### src/rtl/ec_point_add_dbl.sv
// Unified affine elliptic-curve point adder/doubler over GF(p) for
// y^2 = x^3 + a*x + b, with start/busy/done handshake, point-at-infinity
// operands, automatic doubling when P == Q and a runtime coefficient a.
// One shared MSB-first shift-add modular multiplier (N cycles per product)
// and a binary extended-Euclid inverter (at most 2N steps).
// Optional build macro: ECC_RANGE_CHECK_EN (coordinate >= p raises err).
module ec_point_add_dbl #(
   parameter int N = 10
) (
   input  logic         i_clk,
   input  logic         i_reset,
   input  logic         i_start,
   input  logic [N-1:0] i_p,
   input  logic [N-1:0] i_a,
   input  logic [N-1:0] i_x1,
   input  logic [N-1:0] i_y1,
   input  logic         i_inf1,
   input  logic [N-1:0] i_x2,
   input  logic [N-1:0] i_y2,
   input  logic         i_inf2,
   output logic         o_busy,
   output logic         o_done,
   output logic [N-1:0] o_x3,
   output logic [N-1:0] o_y3,
   output logic         o_inf3,
   output logic         o_err
);

   localparam int CW = $clog2(2 * N + 1);

   typedef enum logic [2:0] {
      S_IDLE, S_CLASSIFY, S_NUM, S_INV, S_LAM, S_X3, S_Y3, S_FINISH
   } state_t;

   state_t r_state, w_state_next;

   // latched operands
   logic [N-1:0] r_p, r_a, r_x1, r_y1, r_x2, r_y2;
   logic         r_inf1, r_inf2, r_dbl;
   // slope numerator/denominator, slope, temporary x3
   logic [N-1:0] r_num, r_den, r_lam, r_x3t;
   // inverter state: u, v and their cofactors
   logic [N-1:0] r_u, r_v, r_g1, r_g2;
   // multiplier state: scanned operand, addend, accumulator
   logic [N-1:0] r_ma, r_mb, r_acc;
   logic [CW-1:0] r_cnt;
   // result registers
   logic         r_busy, r_done, r_inf3;
   logic [N-1:0] r_x3, r_y3;

   function automatic logic [N-1:0] mod_add(input logic [N-1:0] a,
                                            input logic [N-1:0] b,
                                            input logic [N-1:0] m);
      logic [N:0] s;
      s = {1'b0, a} + {1'b0, b};
      if (s >= {1'b0, m})
         s = s - {1'b0, m};
      return s[N-1:0];
   endfunction

   function automatic logic [N-1:0] mod_sub(input logic [N-1:0] a,
                                            input logic [N-1:0] b,
                                            input logic [N-1:0] m);
      logic [N:0] d;
      d = {1'b0, a} - {1'b0, b};
      if (a < b)
         d = d + {1'b0, m};
      return d[N-1:0];
   endfunction

   // x/2 mod m for odd m: add m first when x is odd so the shift is exact
   function automatic logic [N-1:0] mod_half(input logic [N-1:0] x,
                                             input logic [N-1:0] m);
      logic [N:0] s;
      s = {1'b0, x} + (x[0] ? {1'b0, m} : {(N+1){1'b0}});
      return s[N:1];
   endfunction

   logic [N-1:0] w_acc_step, w_num, w_x3, w_inv, w_g_diff12, w_g_diff21;
   logic         w_mul_last, w_inv_done, w_cancel, w_dbl, w_rng, w_trivial;

   // one multiplier step: acc = 2*acc + (msb ? b : 0), reduced mod p
   assign w_acc_step = mod_add(mod_add(r_acc, r_acc, r_p),
                               r_ma[N-1] ? r_mb : {N{1'b0}}, r_p);
   assign w_mul_last = (r_cnt == CW'(N - 1));

   // doubling numerator 3*x1^2 + a from the finishing square
   assign w_num = mod_add(mod_add(mod_add(w_acc_step, w_acc_step, r_p),
                                  w_acc_step, r_p), r_a, r_p);
   // x3 = lambda^2 - x1 - x2 from the finishing square
   assign w_x3  = mod_sub(mod_sub(w_acc_step, r_x1, r_p), r_x2, r_p);

   // the step counter also bounds the inverter if den happens to be 0 mod p
   assign w_inv_done = (r_u == N'(1)) || (r_v == N'(1)) || (r_cnt == CW'(2 * N));
   assign w_inv      = (r_u == N'(1)) ? r_g1 : r_g2;
   assign w_g_diff12 = mod_sub(r_g1, r_g2, r_p);
   assign w_g_diff21 = mod_sub(r_g2, r_g1, r_p);

   assign w_cancel  = (r_x1 == r_x2) && ((r_y1 != r_y2) || (r_y1 == '0));
   assign w_dbl     = (r_x1 == r_x2) && (r_y1 == r_y2);
`ifdef ECC_RANGE_CHECK_EN
   assign w_rng = (!r_inf1 && ((r_x1 >= r_p) || (r_y1 >= r_p))) ||
                  (!r_inf2 && ((r_x2 >= r_p) || (r_y2 >= r_p)));
`else
   assign w_rng = 1'b0;
`endif
   assign w_trivial = w_rng || r_inf1 || r_inf2 || w_cancel;

   // state register
   always_ff @(posedge i_clk) begin
      if (!i_reset)
         r_state <= S_IDLE;
      else
         r_state <= w_state_next;
   end

   // next-state decode
   always_comb begin
      w_state_next = r_state;
      case (r_state)
         S_IDLE:     if (i_start) w_state_next = S_CLASSIFY;
         S_CLASSIFY: w_state_next = w_trivial ? S_FINISH : S_NUM;
         S_NUM:      if (!r_dbl || w_mul_last) w_state_next = S_INV;
         S_INV:      if (w_inv_done) w_state_next = S_LAM;
         S_LAM:      if (w_mul_last) w_state_next = S_X3;
         S_X3:       if (w_mul_last) w_state_next = S_Y3;
         S_Y3:       if (w_mul_last) w_state_next = S_FINISH;
         S_FINISH:   w_state_next = S_IDLE;
         default:    w_state_next = S_IDLE;
      endcase
   end

`ifdef ECC_RANGE_CHECK_EN
   logic r_err;
   assign o_err = r_err;
`else
   assign o_err = 1'b0;
`endif

   // datapath, handshake and result registers
   always_ff @(posedge i_clk) begin
      if (!i_reset) begin
         r_busy <= 1'b0;
         r_done <= 1'b0;
         r_x3   <= '0;
         r_y3   <= '0;
         r_inf3 <= 1'b0;
`ifdef ECC_RANGE_CHECK_EN
         r_err  <= 1'b0;
`endif
      end else begin
         r_done <= 1'b0;
         case (r_state)
            S_IDLE: begin
               if (i_start) begin
                  r_p    <= i_p;
                  r_a    <= i_a;
                  r_x1   <= i_x1;
                  r_y1   <= i_y1;
                  r_inf1 <= i_inf1;
                  r_x2   <= i_x2;
                  r_y2   <= i_y2;
                  r_inf2 <= i_inf2;
                  r_busy <= 1'b1;
`ifdef ECC_RANGE_CHECK_EN
                  r_err  <= 1'b0;
`endif
               end
            end
            S_CLASSIFY: begin
               if (w_trivial) begin
                  r_busy <= 1'b0;
                  r_done <= 1'b1;
                  if (w_rng) begin
                     r_x3   <= '0;
                     r_y3   <= '0;
                     r_inf3 <= 1'b0;
`ifdef ECC_RANGE_CHECK_EN
                     r_err  <= 1'b1;
`endif
                  end else if (r_inf1) begin
                     r_x3   <= r_inf2 ? '0 : r_x2;
                     r_y3   <= r_inf2 ? '0 : r_y2;
                     r_inf3 <= r_inf2;
                  end else if (r_inf2) begin
                     r_x3   <= r_x1;
                     r_y3   <= r_y1;
                     r_inf3 <= 1'b0;
                  end else begin
                     r_x3   <= '0;
                     r_y3   <= '0;
                     r_inf3 <= 1'b1;
                  end
               end else if (w_dbl) begin
                  r_dbl <= 1'b1;
                  r_den <= mod_add(r_y1, r_y1, r_p);
                  r_ma  <= r_x1;
                  r_mb  <= r_x1;
                  r_acc <= '0;
                  r_cnt <= '0;
               end else begin
                  r_dbl <= 1'b0;
                  r_num <= mod_sub(r_y2, r_y1, r_p);
                  r_den <= mod_sub(r_x2, r_x1, r_p);
               end
            end
            S_NUM: begin
               if (!r_dbl || w_mul_last) begin
                  if (r_dbl)
                     r_num <= w_num;
                  r_u   <= r_den;
                  r_v   <= r_p;
                  r_g1  <= N'(1);
                  r_g2  <= '0;
                  r_cnt <= '0;
               end else begin
                  r_acc <= w_acc_step;
                  r_ma  <= {r_ma[N-2:0], 1'b0};
                  r_cnt <= r_cnt + CW'(1);
               end
            end
            S_INV: begin
               if (w_inv_done) begin
                  r_ma  <= r_num;
                  r_mb  <= w_inv;
                  r_acc <= '0;
                  r_cnt <= '0;
               end else begin
                  if (!r_u[0]) begin
                     r_u  <= r_u >> 1;
                     r_g1 <= mod_half(r_g1, r_p);
                  end else if (!r_v[0]) begin
                     r_v  <= r_v >> 1;
                     r_g2 <= mod_half(r_g2, r_p);
                  end else if (r_u >= r_v) begin
                     r_u  <= (r_u - r_v) >> 1;
                     r_g1 <= mod_half(w_g_diff12, r_p);
                  end else begin
                     r_v  <= (r_v - r_u) >> 1;
                     r_g2 <= mod_half(w_g_diff21, r_p);
                  end
                  r_cnt <= r_cnt + CW'(1);
               end
            end
            S_LAM, S_X3, S_Y3: begin
               if (!w_mul_last) begin
                  r_acc <= w_acc_step;
                  r_ma  <= {r_ma[N-2:0], 1'b0};
                  r_cnt <= r_cnt + CW'(1);
               end else if (r_state == S_LAM) begin
                  r_lam <= w_acc_step;
                  r_ma  <= w_acc_step;
                  r_mb  <= w_acc_step;
                  r_acc <= '0;
                  r_cnt <= '0;
               end else if (r_state == S_X3) begin
                  r_x3t <= w_x3;
                  r_ma  <= r_lam;
                  r_mb  <= mod_sub(r_x1, w_x3, r_p);
                  r_acc <= '0;
                  r_cnt <= '0;
               end else begin
                  r_x3   <= r_x3t;
                  r_y3   <= mod_sub(w_acc_step, r_y1, r_p);
                  r_inf3 <= 1'b0;
                  r_busy <= 1'b0;
                  r_done <= 1'b1;
               end
            end
            default: ;
         endcase
      end
   end

   assign o_busy = r_busy;
   assign o_done = r_done;
   assign o_x3   = r_x3;
   assign o_y3   = r_y3;
   assign o_inf3 = r_inf3;

endmodule
### config.mk
export PLATFORM = sky130hd
export DESIGN_NAME = ec_point_add_dbl
export DESIGN_NICKNAME = d
export VERILOG_FILES = /design/src/rtl/ec_point_add_dbl.sv
export SDC_FILE = /design/constraint.sdc
export NUM_CORES = 1
export LEC_CHECK = 0
export CELL_PAD_IN_SITES_DETAIL_PLACEMENT = 1
export CELL_PAD_IN_SITES_GLOBAL_PLACEMENT = 1
export CORE_ASPECT_RATIO = 0.9
export CORE_MARGIN = 3
export CORE_UTILIZATION = 49
export DETAILED_ROUTE_END_ITERATION = 7
export PLACE_DENSITY_LB_ADDON = 0.3
export SYNTH_ARGS = -nofsm -noshare
export SYNTH_HDL_FRONTEND = slang
export SYNTH_SLANG_ARGS = --single-unit
### constraint.sdc
create_clock -name i_clk -period 20 [get_ports i_clk]
set_clock_uncertainty 0.15 [all_clocks]
set_input_delay 4 -clock i_clk [delete_from_list [all_inputs] [get_ports i_clk]]
set_output_delay 4 -clock i_clk [all_outputs]
set_load 0.01 [all_outputs]
==> results.json, run 1 <==
{
  "final-setup-viol-count": 0,
  "cts_root_buffer": "clkbuf_16",
  "fmax_mhz": 58.9,
  "cts_made_buffers": 25,
  "firstDrtPassIters": 7,
  "syn_to_final_growth_pct": 10.9,
  "synth_enable_flop_cells": 178,
  "synth_area_mm2": 0.0229,
  "io_pins": 89,
  "post-route-cell-area_mm2": 0.0253,
  "layout.cells.non_filler": 3349,
  "drt_iter0_drc": 1643,
  "grt_usage_pct": 33.7,
  "min_period_ps": 16970,
  "ys_seq_area_share_pct": 25.7,
  "grt_pass1_vias": 22600,
  "cts_tree": "built",
  "place_area_mm2": 0.0245,
  "yosys.area.top_type_share_pct": 23.4,
  "clk_pin_slew_worst_paths_ps": 60,
  "use_met3_pct": 7.75,
  "critPathMaxStageDelay_ps": 790,
  "grt_use_met1_pct": 41.9,
  "ys_types": 88,
  "clk_path_buf_depth": 3,
  "via_count": 21500,
  "async_flop_share_pct": 0,
  "ys_ff_latch": 204,
  "core_area_mm2": 0.0457,
  "rows": 74,
  "crit_path_start_kind": "flop",
  "min_path_type": "reg2reg",
  "grt_pass1_wl_um": 129000,
  "route.detailed.drc": 0,
  "cp-end-kind": "flop",
  "wl_per_cell_um": 25.1,
  "gp_congestion": 0.958,
  "io_buffer_count": 87,
  "max_cap_viol_count": 0,
  "slew_headroom_pct": 18.5,
  "fin_nets": 3123,
  "ctsHoldBuffers": 0,
  "synthTopCellsByArea": "edfxtp_1, ha_1, xnor2_1, nor2_1, a21oi_1",
  "cts_htree_levels": 1,
  "worstPathArrival_ps": 17090,
  "synth_common_cells": "ha_1, nor2_1, inv_1",
  "finalHoldViolations": 0,
  "clk_latency_ps": 570,
  "criticalPathCategory": "reg2reg",
  "antenna_found_initial": 2,
  "setup_tns_ps": 0,
  "dp_hpwl_um": 64500,
  "drive_gt1_share_pct": 5.66,
  "cts_resized": 0,
  "gr-total-overflow": 0,
  "grt_start_max_net_pins": 76,
  "drt_wl_total_um": 84100,
  "required_ps": 20120,
  "die_h_um": 211,
  "die_w_um": 234,
  "maxSlewViolCount": 0,
  "syn_inst": 2650,
  "final_util_pct": 55.4,
  "vias_per_cell": 6.41,
  "synth_top_area_cell": "edfxtp_1",
  "finalCritPeriodShare_pct": 84.9,
  "die-area_mm2": 0.0493,
  "start_util_pct": 50.0,
  "antenna_left": 0,
  "yosysWarnings": 0,
  "grt_busiest_layer": "met2",
  "max_slew.worst_pin.slew_ps": 1210,
  "avgSynthCellArea_um2": 8.63,
  "crit_slowest_cell": "nor2b_1",
  "dp_cells": 3302,
  "crit_fanout": 16,
  "post-synth-top-count-cell": "ha_1",
  "rsz0062_at_grt": "false",
  "clock_sinks": 204,
  "grtUsageMet2_pct": 55.6,
  "syn-num-nets": 3052,
  "synth-main-ff-cell": "edfxtp_1",
  "path_common_cell": "ha_1",
  "post_cts_buffers": 0,
  "status": "complete, no violations"
}
## logic make-up (layout without fill, tap and decap cells)
group | after synthesis | count (layout) | synth area share, %
xor gates and xnor gates | 210 | 210 | 8.05
adders and majority gates | 337 | 337 | 19.5
muxes | 106 | 106 | 4.94
DFF | 204 | 204 | 25.7
buffers and inverters | 284 | 373 | 4.74
other | 1 | 3 | 0.0164
and+or+nand+nor | 793 | 793 | 16.4
AOI/OAI and AO/OA | 715 | 715 | 20.7
## worst paths after layout
check | from | endpoint | slack (ps) | cells past startpoint
min reg2reg | o_y3[0] | o_y3[0] | 320 | 2
max | r_p[8] | r_num[8] | 3030 | 59
min | o_y3[0] | o_y3[0] | 320 | 2
max reg2reg | r_p[8] | r_num[8] | 3030 | 59
## metal layers
metal | part of all wire, % | up-vias
met5 | 0.030 | -
met4 | 5.3 | 4
met3 | 8.4 | 275
met2 | 46 | 832
met1 | 40 | 10500
li1 | - | 9826
## layout make-up
cell class | count | area [um2]
Antenna cell | 2 | 5.00
Clock buffer | 35 | 714
Clock inverter | 10 | 109
Fill cell | 5425 | 20400
Inverter | 201 | 754
Multi-Input combinational cell | 2162 | 16000
Sequential cell | 204 | 5870
Tap cell | 608 | 761
Timing Repair Buffer | 127 | 1170
## layout by cell type, fill, tap and decap left out, types with 34 or more instances in the layout
cell               n
inv_1            194
mux2i_1           67
and2_1            39
clkdlybuf4s50_1   87
nand3_1           39
edfxtp_1         178
mux2_2            34
nand2_1          170
nor3_1            85
xnor2_1          131
nor2_1           269
ha_1             306
o21ai_0          127
nor2b_1           56
a21oi_1          190
a21o_1            75
xor2_1            79
buf_4             40
## worst max-delay path, delay by kind of cell (launching register included)
kind	cells	cell delay, ps
mux	7	2330
simple gates	16	3660
fa+ha+maj	9	3020
buf+inv	5	1410
compound gates	20	5310
xor+xnor	2	380
flops	1	370
## state kept, by name, indices dropped and copies added (netlist names), 3 cells and up
name and cells:
r_state 3, o_x3 10, r_ma 10, r_a 10, r_x3t 10, r_cnt 5, r_num 10, r_x2 10
r_p 10, r_mb 10, r_x1 10, r_y2 10, r_lam 10, o_y3 10, r_g1 10, r_v 10
r_acc 10, r_g2 10, r_y1 10, r_u 10, r_den 10
## stage by stage
step / worst slack, ps / hold WS (ps)
after floorplan: 5500 / 326
after global placement: 4700 / 296
after detailed placement: 3700 / 306
after CTS: 3390 / 317
after global routing: 2060 / 323
final: 3030 / 320
Power of run 1 is left out: the tool's default activity adds up to more than one toggle a clock period on the data nets, which glitch-free logic cannot reach.
==> run 2: changes to the inputs <==
CORE_UTILIZATION = 44   (was 49)
clock period = 15.11 ns   (was 20 ns; I/O delays follow)
==> run 2 against run 1 <==
  * Worst hold slack worse by 2.8 ps
  * First-iteration DRC count is 7.4% lower
  * Global-route usage is 3.4 points lower
  * Wire length is 1.1% higher
  * Utilization is 4.9 points lower
  * Critical path depth is 3 higher
  * Sequential share of layout area is 0.30 points lower
  * Cell area is 1.3% higher
  * Die area is 11% higher
  * Worst setup slack worse by 1900 ps
  * Critical endpoint is now r_num[9]
==> results.json, run 2 (synthesized netlist as in run 1, its figures left out) <==
{
  "cp.buffers_inverters": 3,
  "cp-end-kind": "flop",
  "cts_made_buffers": 27,
  "rows": 78,
  "firstDrtPassIters": 6,
  "finalHoldViolations": 0,
  "post-route-cell-area_mm2": 0.0257,
  "clk_latency_ps": 580,
  "grt_start_max_net_pins": 76,
  "crit_path_start_kind": "flop",
  "via_count": 21300,
  "max_slew.worst_pin.slew_ps": 1290,
  "min_delay_path_depth": 2,
  "min_path_type": "reg2reg",
  "worstPathArrival_ps": 14150,
  "core_area_mm2": 0.0508,
  "crit_slowest_cell": "fa_1",
  "final_util_pct": 50.5,
  "io_buffer_count": 87,
  "slew_headroom_pct": 13.4,
  "hold_path_end": "o_y3[5]",
  "die_w_um": 246,
  "grt_usage_pct": 30.3,
  "status": "complete, no violations",
  "cts_tree": "built",
  "final-setup-viol-count": 0,
  "clk_pin_slew_worst_paths_ps": 60,
  "die-area_mm2": 0.0547,
  "cts_root_buffer": "clkbuf_16",
  "rr_worst_depth": 62,
  "gr-total-overflow": 0,
  "start_util_pct": 45.0,
  "gp_congestion": 0.935,
  "drt_iter0_drc": 1522,
  "criticalPathCategory": "reg2reg",
  "critPathMaxStageDelay_ps": 460,
  "grt_pass1_wl_um": 129000,
  "clk_path_buf_depth": 3,
  "final_common_cell": "ha_1",
  "drive_gt1_share_pct": 6.62,
  "clock_sinks": 204,
  "layout.cells.non_filler": 3444,
  "dp_hpwl_um": 64800,
  "rrSetupSlack_ps": 1100,
  "r2r-start": "r_acc[0]",
  "rsz0062_at_grt": "false",
  "cp_top_family": "compound AO/OA/AOI/OAI gates",
  "wl_per_cell_um": 24.7,
  "crit_fanout": 16,
  "syn_to_final_growth_pct": 12.3,
  "max_cap_viol_count": 0,
  "grt_pass1_vias": 22200,
  "dp_cells": 3384,
  "maxSlewViolCount": 0,
  "min_period_ps": 14010,
  "worstHoldStart": "o_y3[5]",
  "antenna_left": 0,
  "die_h_um": 222,
  "worst_r2r_endpoint": "r_num[9]",
  "dp_worst_setup_slack_ps": -277,
  "path_common_cell": "ha_1",
  "route.detailed.drc": 0,
  "place_area_mm2": 0.0247,
  "fin_nets": 3147,
  "required_ps": 15250,
  "fillers": 5907,
  "fmax_mhz": 71.4,
  "antenna_found_initial": 6,
  "io_pins": 89,
  "vias_per_cell": 6.19,
  "drt_wl_total_um": 85000,
  "finalCritPeriodShare_pct": 92.7,
  "layout_common_cells": "ha_1, nor2_1, inv_1",
  "setup_ws_ps": 1100,
  "cts_htree_levels": 1
}
## run 2: changes by cell type in the layout (fill, tap and decap cells not counted), moves of 2 or more
| cell | previous run | this run |
|---|---|---|
| clkbuf_1 | 6 | 4 |
| o21ai_1 | 32 | 36 |
| nor2_2 | 0 | 2 |
| clkinvlp_4 | 0 | 5 |
| o41ai_1 | 13 | 11 |
| clkbuf_8 | 3 | 1 |
| clkinv_1 | 2 | 8 |
| nor2_1 | 269 | 267 |
| clkinv_2 | 5 | 1 |
| buf_4 | 40 | 61 |
| o21ai_0 | 127 | 123 |
## run 2: layer usage
metal | GRT usage, % | part of all wire (%) | vias up
met1 | 39.2 | 42 | 10500
li1 | - | - | 9876
met4 | 13.7 | 5.1 | 4
met3 | 6.01 | 7.3 | 222
met2 | 48.9 | 45 | 711
met5 | 0 | 0.032 | -
## run 2: layout make-up
type	count	area [um2]	share of cell area, %
repair buffers	149	1350	5.25
well taps	680	851	3.31
inverters	201	754	2.94
clock inverters	15	134	0.521
multi-input cells	2162	16000	62.4
flip-flops and latches	204	5870	22.8
diodes	1	2.50	0.00974
clock buffers	32	704	2.74
## run 2: stage by stage
step | hold WS [ps] | TNS (ps)
6_report | 317 | 0
5_1_grt | 348 | 0
4_1_cts | 313 | 0
3_5_place_dp | 302 | -2260
3_3_place_gp | 299 | 0
2_1_floorplan | 326 | 0
## run 2: worst register-to-register path, delay by kind of cell, from the launching register on
kind,cells,cell delay [ps]
AOI/OAI and AO/OA,27,5420
adders and majority gates,9,2860
and+or+nand+nor,14,2040
muxes,7,1980
xor gates and xnor gates,2,490
DFF,1,430
buffers and inverters,3,390
## run 2: worst max-delay path by stage
stage | startpoint | end | cells after the start
after floorplan | r_p[1] | r_num[0] | 63
after global placement | r_acc[0] | r_num[0] | 60
after detailed placement | r_acc[0] | r_num[0] | 61
after CTS | r_acc[0] | r_num[0] | 61
after global routing | r_acc[0] | r_num[9] | 63
final | r_acc[0] | r_num[9] | 62
## run 2: timing repair
item                       4_1_cts  5_1_grt
setup buffers                    0       12
pin swaps                        0        1
hold buffers                     0        0
setup endpoints to repair       10       10
resized for setup                3       11
Power of run 2 is left out for the same reason.
==> run 3: changes to the inputs <==
CAP_MARGIN = 30   (was not set)
GPL_TIMING_DRIVEN = 0   (was not set)
==> run 3 against run 2 <==
  * Cell count increased by 2.5%
  * Cell area increased by 2.7%
  * Register-to-register slack got worse by 420 ps
  * Global-route usage increased by 1.6 points
  * Critical path type unchanged
  * Critical endpoint is now r_num[0]
==> results.json, run 3 (synthesized netlist as in run 1, its figures left out) <==
{
  "status": "complete, no violations",
  "die_h_um": 222,
  "required_ps": 15390,
  "clk_pin_slew_worst_paths_ps": 60,
  "grt_pass1_vias": 22700,
  "antenna_left": 0,
  "cts_made_buffers": 27,
  "die-area_mm2": 0.0547,
  "drt_iter0_drc": 1766,
  "rrSetupSlack_ps": 680,
  "layout_common_cells": "ha_1, nor2_1, a21oi_1",
  "final-setup-viol-count": 0,
  "maxSlewViolCount": 0,
  "io_buffer_count": 87,
  "clock_sinks": 204,
  "route.detailed.drc": 0,
  "firstDrtPassIters": 5,
  "syn_to_final_growth_pct": 15.4,
  "grt_usage_pct": 31.9,
  "io_pins": 89,
  "clk_path_buf_depth": 3,
  "core_area_mm2": 0.0508,
  "crit_cells": 64,
  "cp.buffers_inverters": 8,
  "min_period_ps": 14430,
  "cp_top_family": "compound AO/OA/AOI/OAI gates",
  "drive_gt1_share_pct": 8.19,
  "final_common_cell": "ha_1",
  "hold_ws_ps": 335,
  "slew_headroom_pct": 32.5,
  "crit_fanout": 10,
  "start_util_pct": 45.0,
  "finalCritPeriodShare_pct": 95.5,
  "fin_nets": 3226,
  "clk_latency_ps": 590,
  "criticalPathCategory": "reg2reg",
  "max_slew.worst_pin.slew_ps": 1010,
  "rr_worst_depth": 64,
  "crit_slowest_cell": "or4_1",
  "via_count": 22200,
  "path_common_cell": "ha_1",
  "cts_htree_levels": 1,
  "min_delay_path_depth": 2,
  "antenna_found_initial": 3,
  "cts_root_buffer": "clkbuf_16",
  "max_cap_viol_count": 0,
  "wl_per_cell_um": 25.5,
  "min_path_type": "reg2reg",
  "dp_hpwl_um": 67100,
  "gr-total-overflow": 0,
  "critPathMaxStageDelay_ps": 460,
  "finalHoldViolations": 0,
  "place_area_mm2": 0.0248,
  "worstPathArrival_ps": 14710,
  "rows": 78,
  "crit_path_start_kind": "flop",
  "fmax_mhz": 69.3,
  "post-route-cell-area_mm2": 0.0264,
  "drt_wl_total_um": 90000,
  "grt_start_max_net_pins": 63,
  "die_w_um": 246,
  "gp_congestion": 0.946,
  "grt_pass1_wl_um": 135000,
  "cp-end-kind": "flop",
  "cts_tree": "built",
  "vias_per_cell": 6.28
}
-- run 3: worst register-to-register path: cells and delay by family (launching register included) --
family | cells | cell delay [ps]
fa+ha+maj | 9 | 3110
simple gates | 16 | 2420
flops | 1 | 430
compound gates | 22 | 4210
mux | 7 | 2020
buf+inv | 8 | 1490
xor+xnor | 2 | 510
-- run 3: metal layers --
metal | wire [um] | GRT usage (%) | up-vias
met4 | 4430 | 13.8 | 0
met1 | 37600 | 41.8 | 11000
met3 | 7090 | 5.79 | 240
li1 | - | - | 10000
met5 | 0 | 0 | -
met2 | 40900 | 51.3 | 910
-- run 3: worst paths after layout --
path,start,end
worst max-delay path,r_p[3],r_num[0]
worst min-delay path,o_y3[0],o_y3[0]
worst max register to register,r_p[3],r_num[0]
worst min register to register,o_y3[0],o_y3[0]
-- run 3: repair_timing --
item,CTS,global route
hold buffers,0,0
resized for setup,41,47
pin swaps,2,10
setup endpoints to repair,20,20
setup buffers,29,19
gates cloned,0,0
-- run 3: area by class of cell --
class                   count  area, um2
clock inverters            13        144
multi-input cells        2162      16200
flip-flops and latches    204       5870
repair buffers            147       1400
clock buffers              37        743
plain buffers              81        355
fillers                  5967      24500
well taps                 680        851
diodes                      4       10.0
inverters                 201        822
-- run 3: through the flow --
stage,TNS (ps),cells,util (%),worst slack [ps]
2_1_floorplan,0,2650,-,614
3_3_place_gp,-88850,3417,48.3,-5000
3_5_place_dp,-50770,3429,48.7,-3300
4_1_cts,0,3508,51.2,32.4
5_1_grt,-170,3525,51.9,-43.9
6_report,0,3529,51.9,684
Power of run 3 is left out for the same reason.
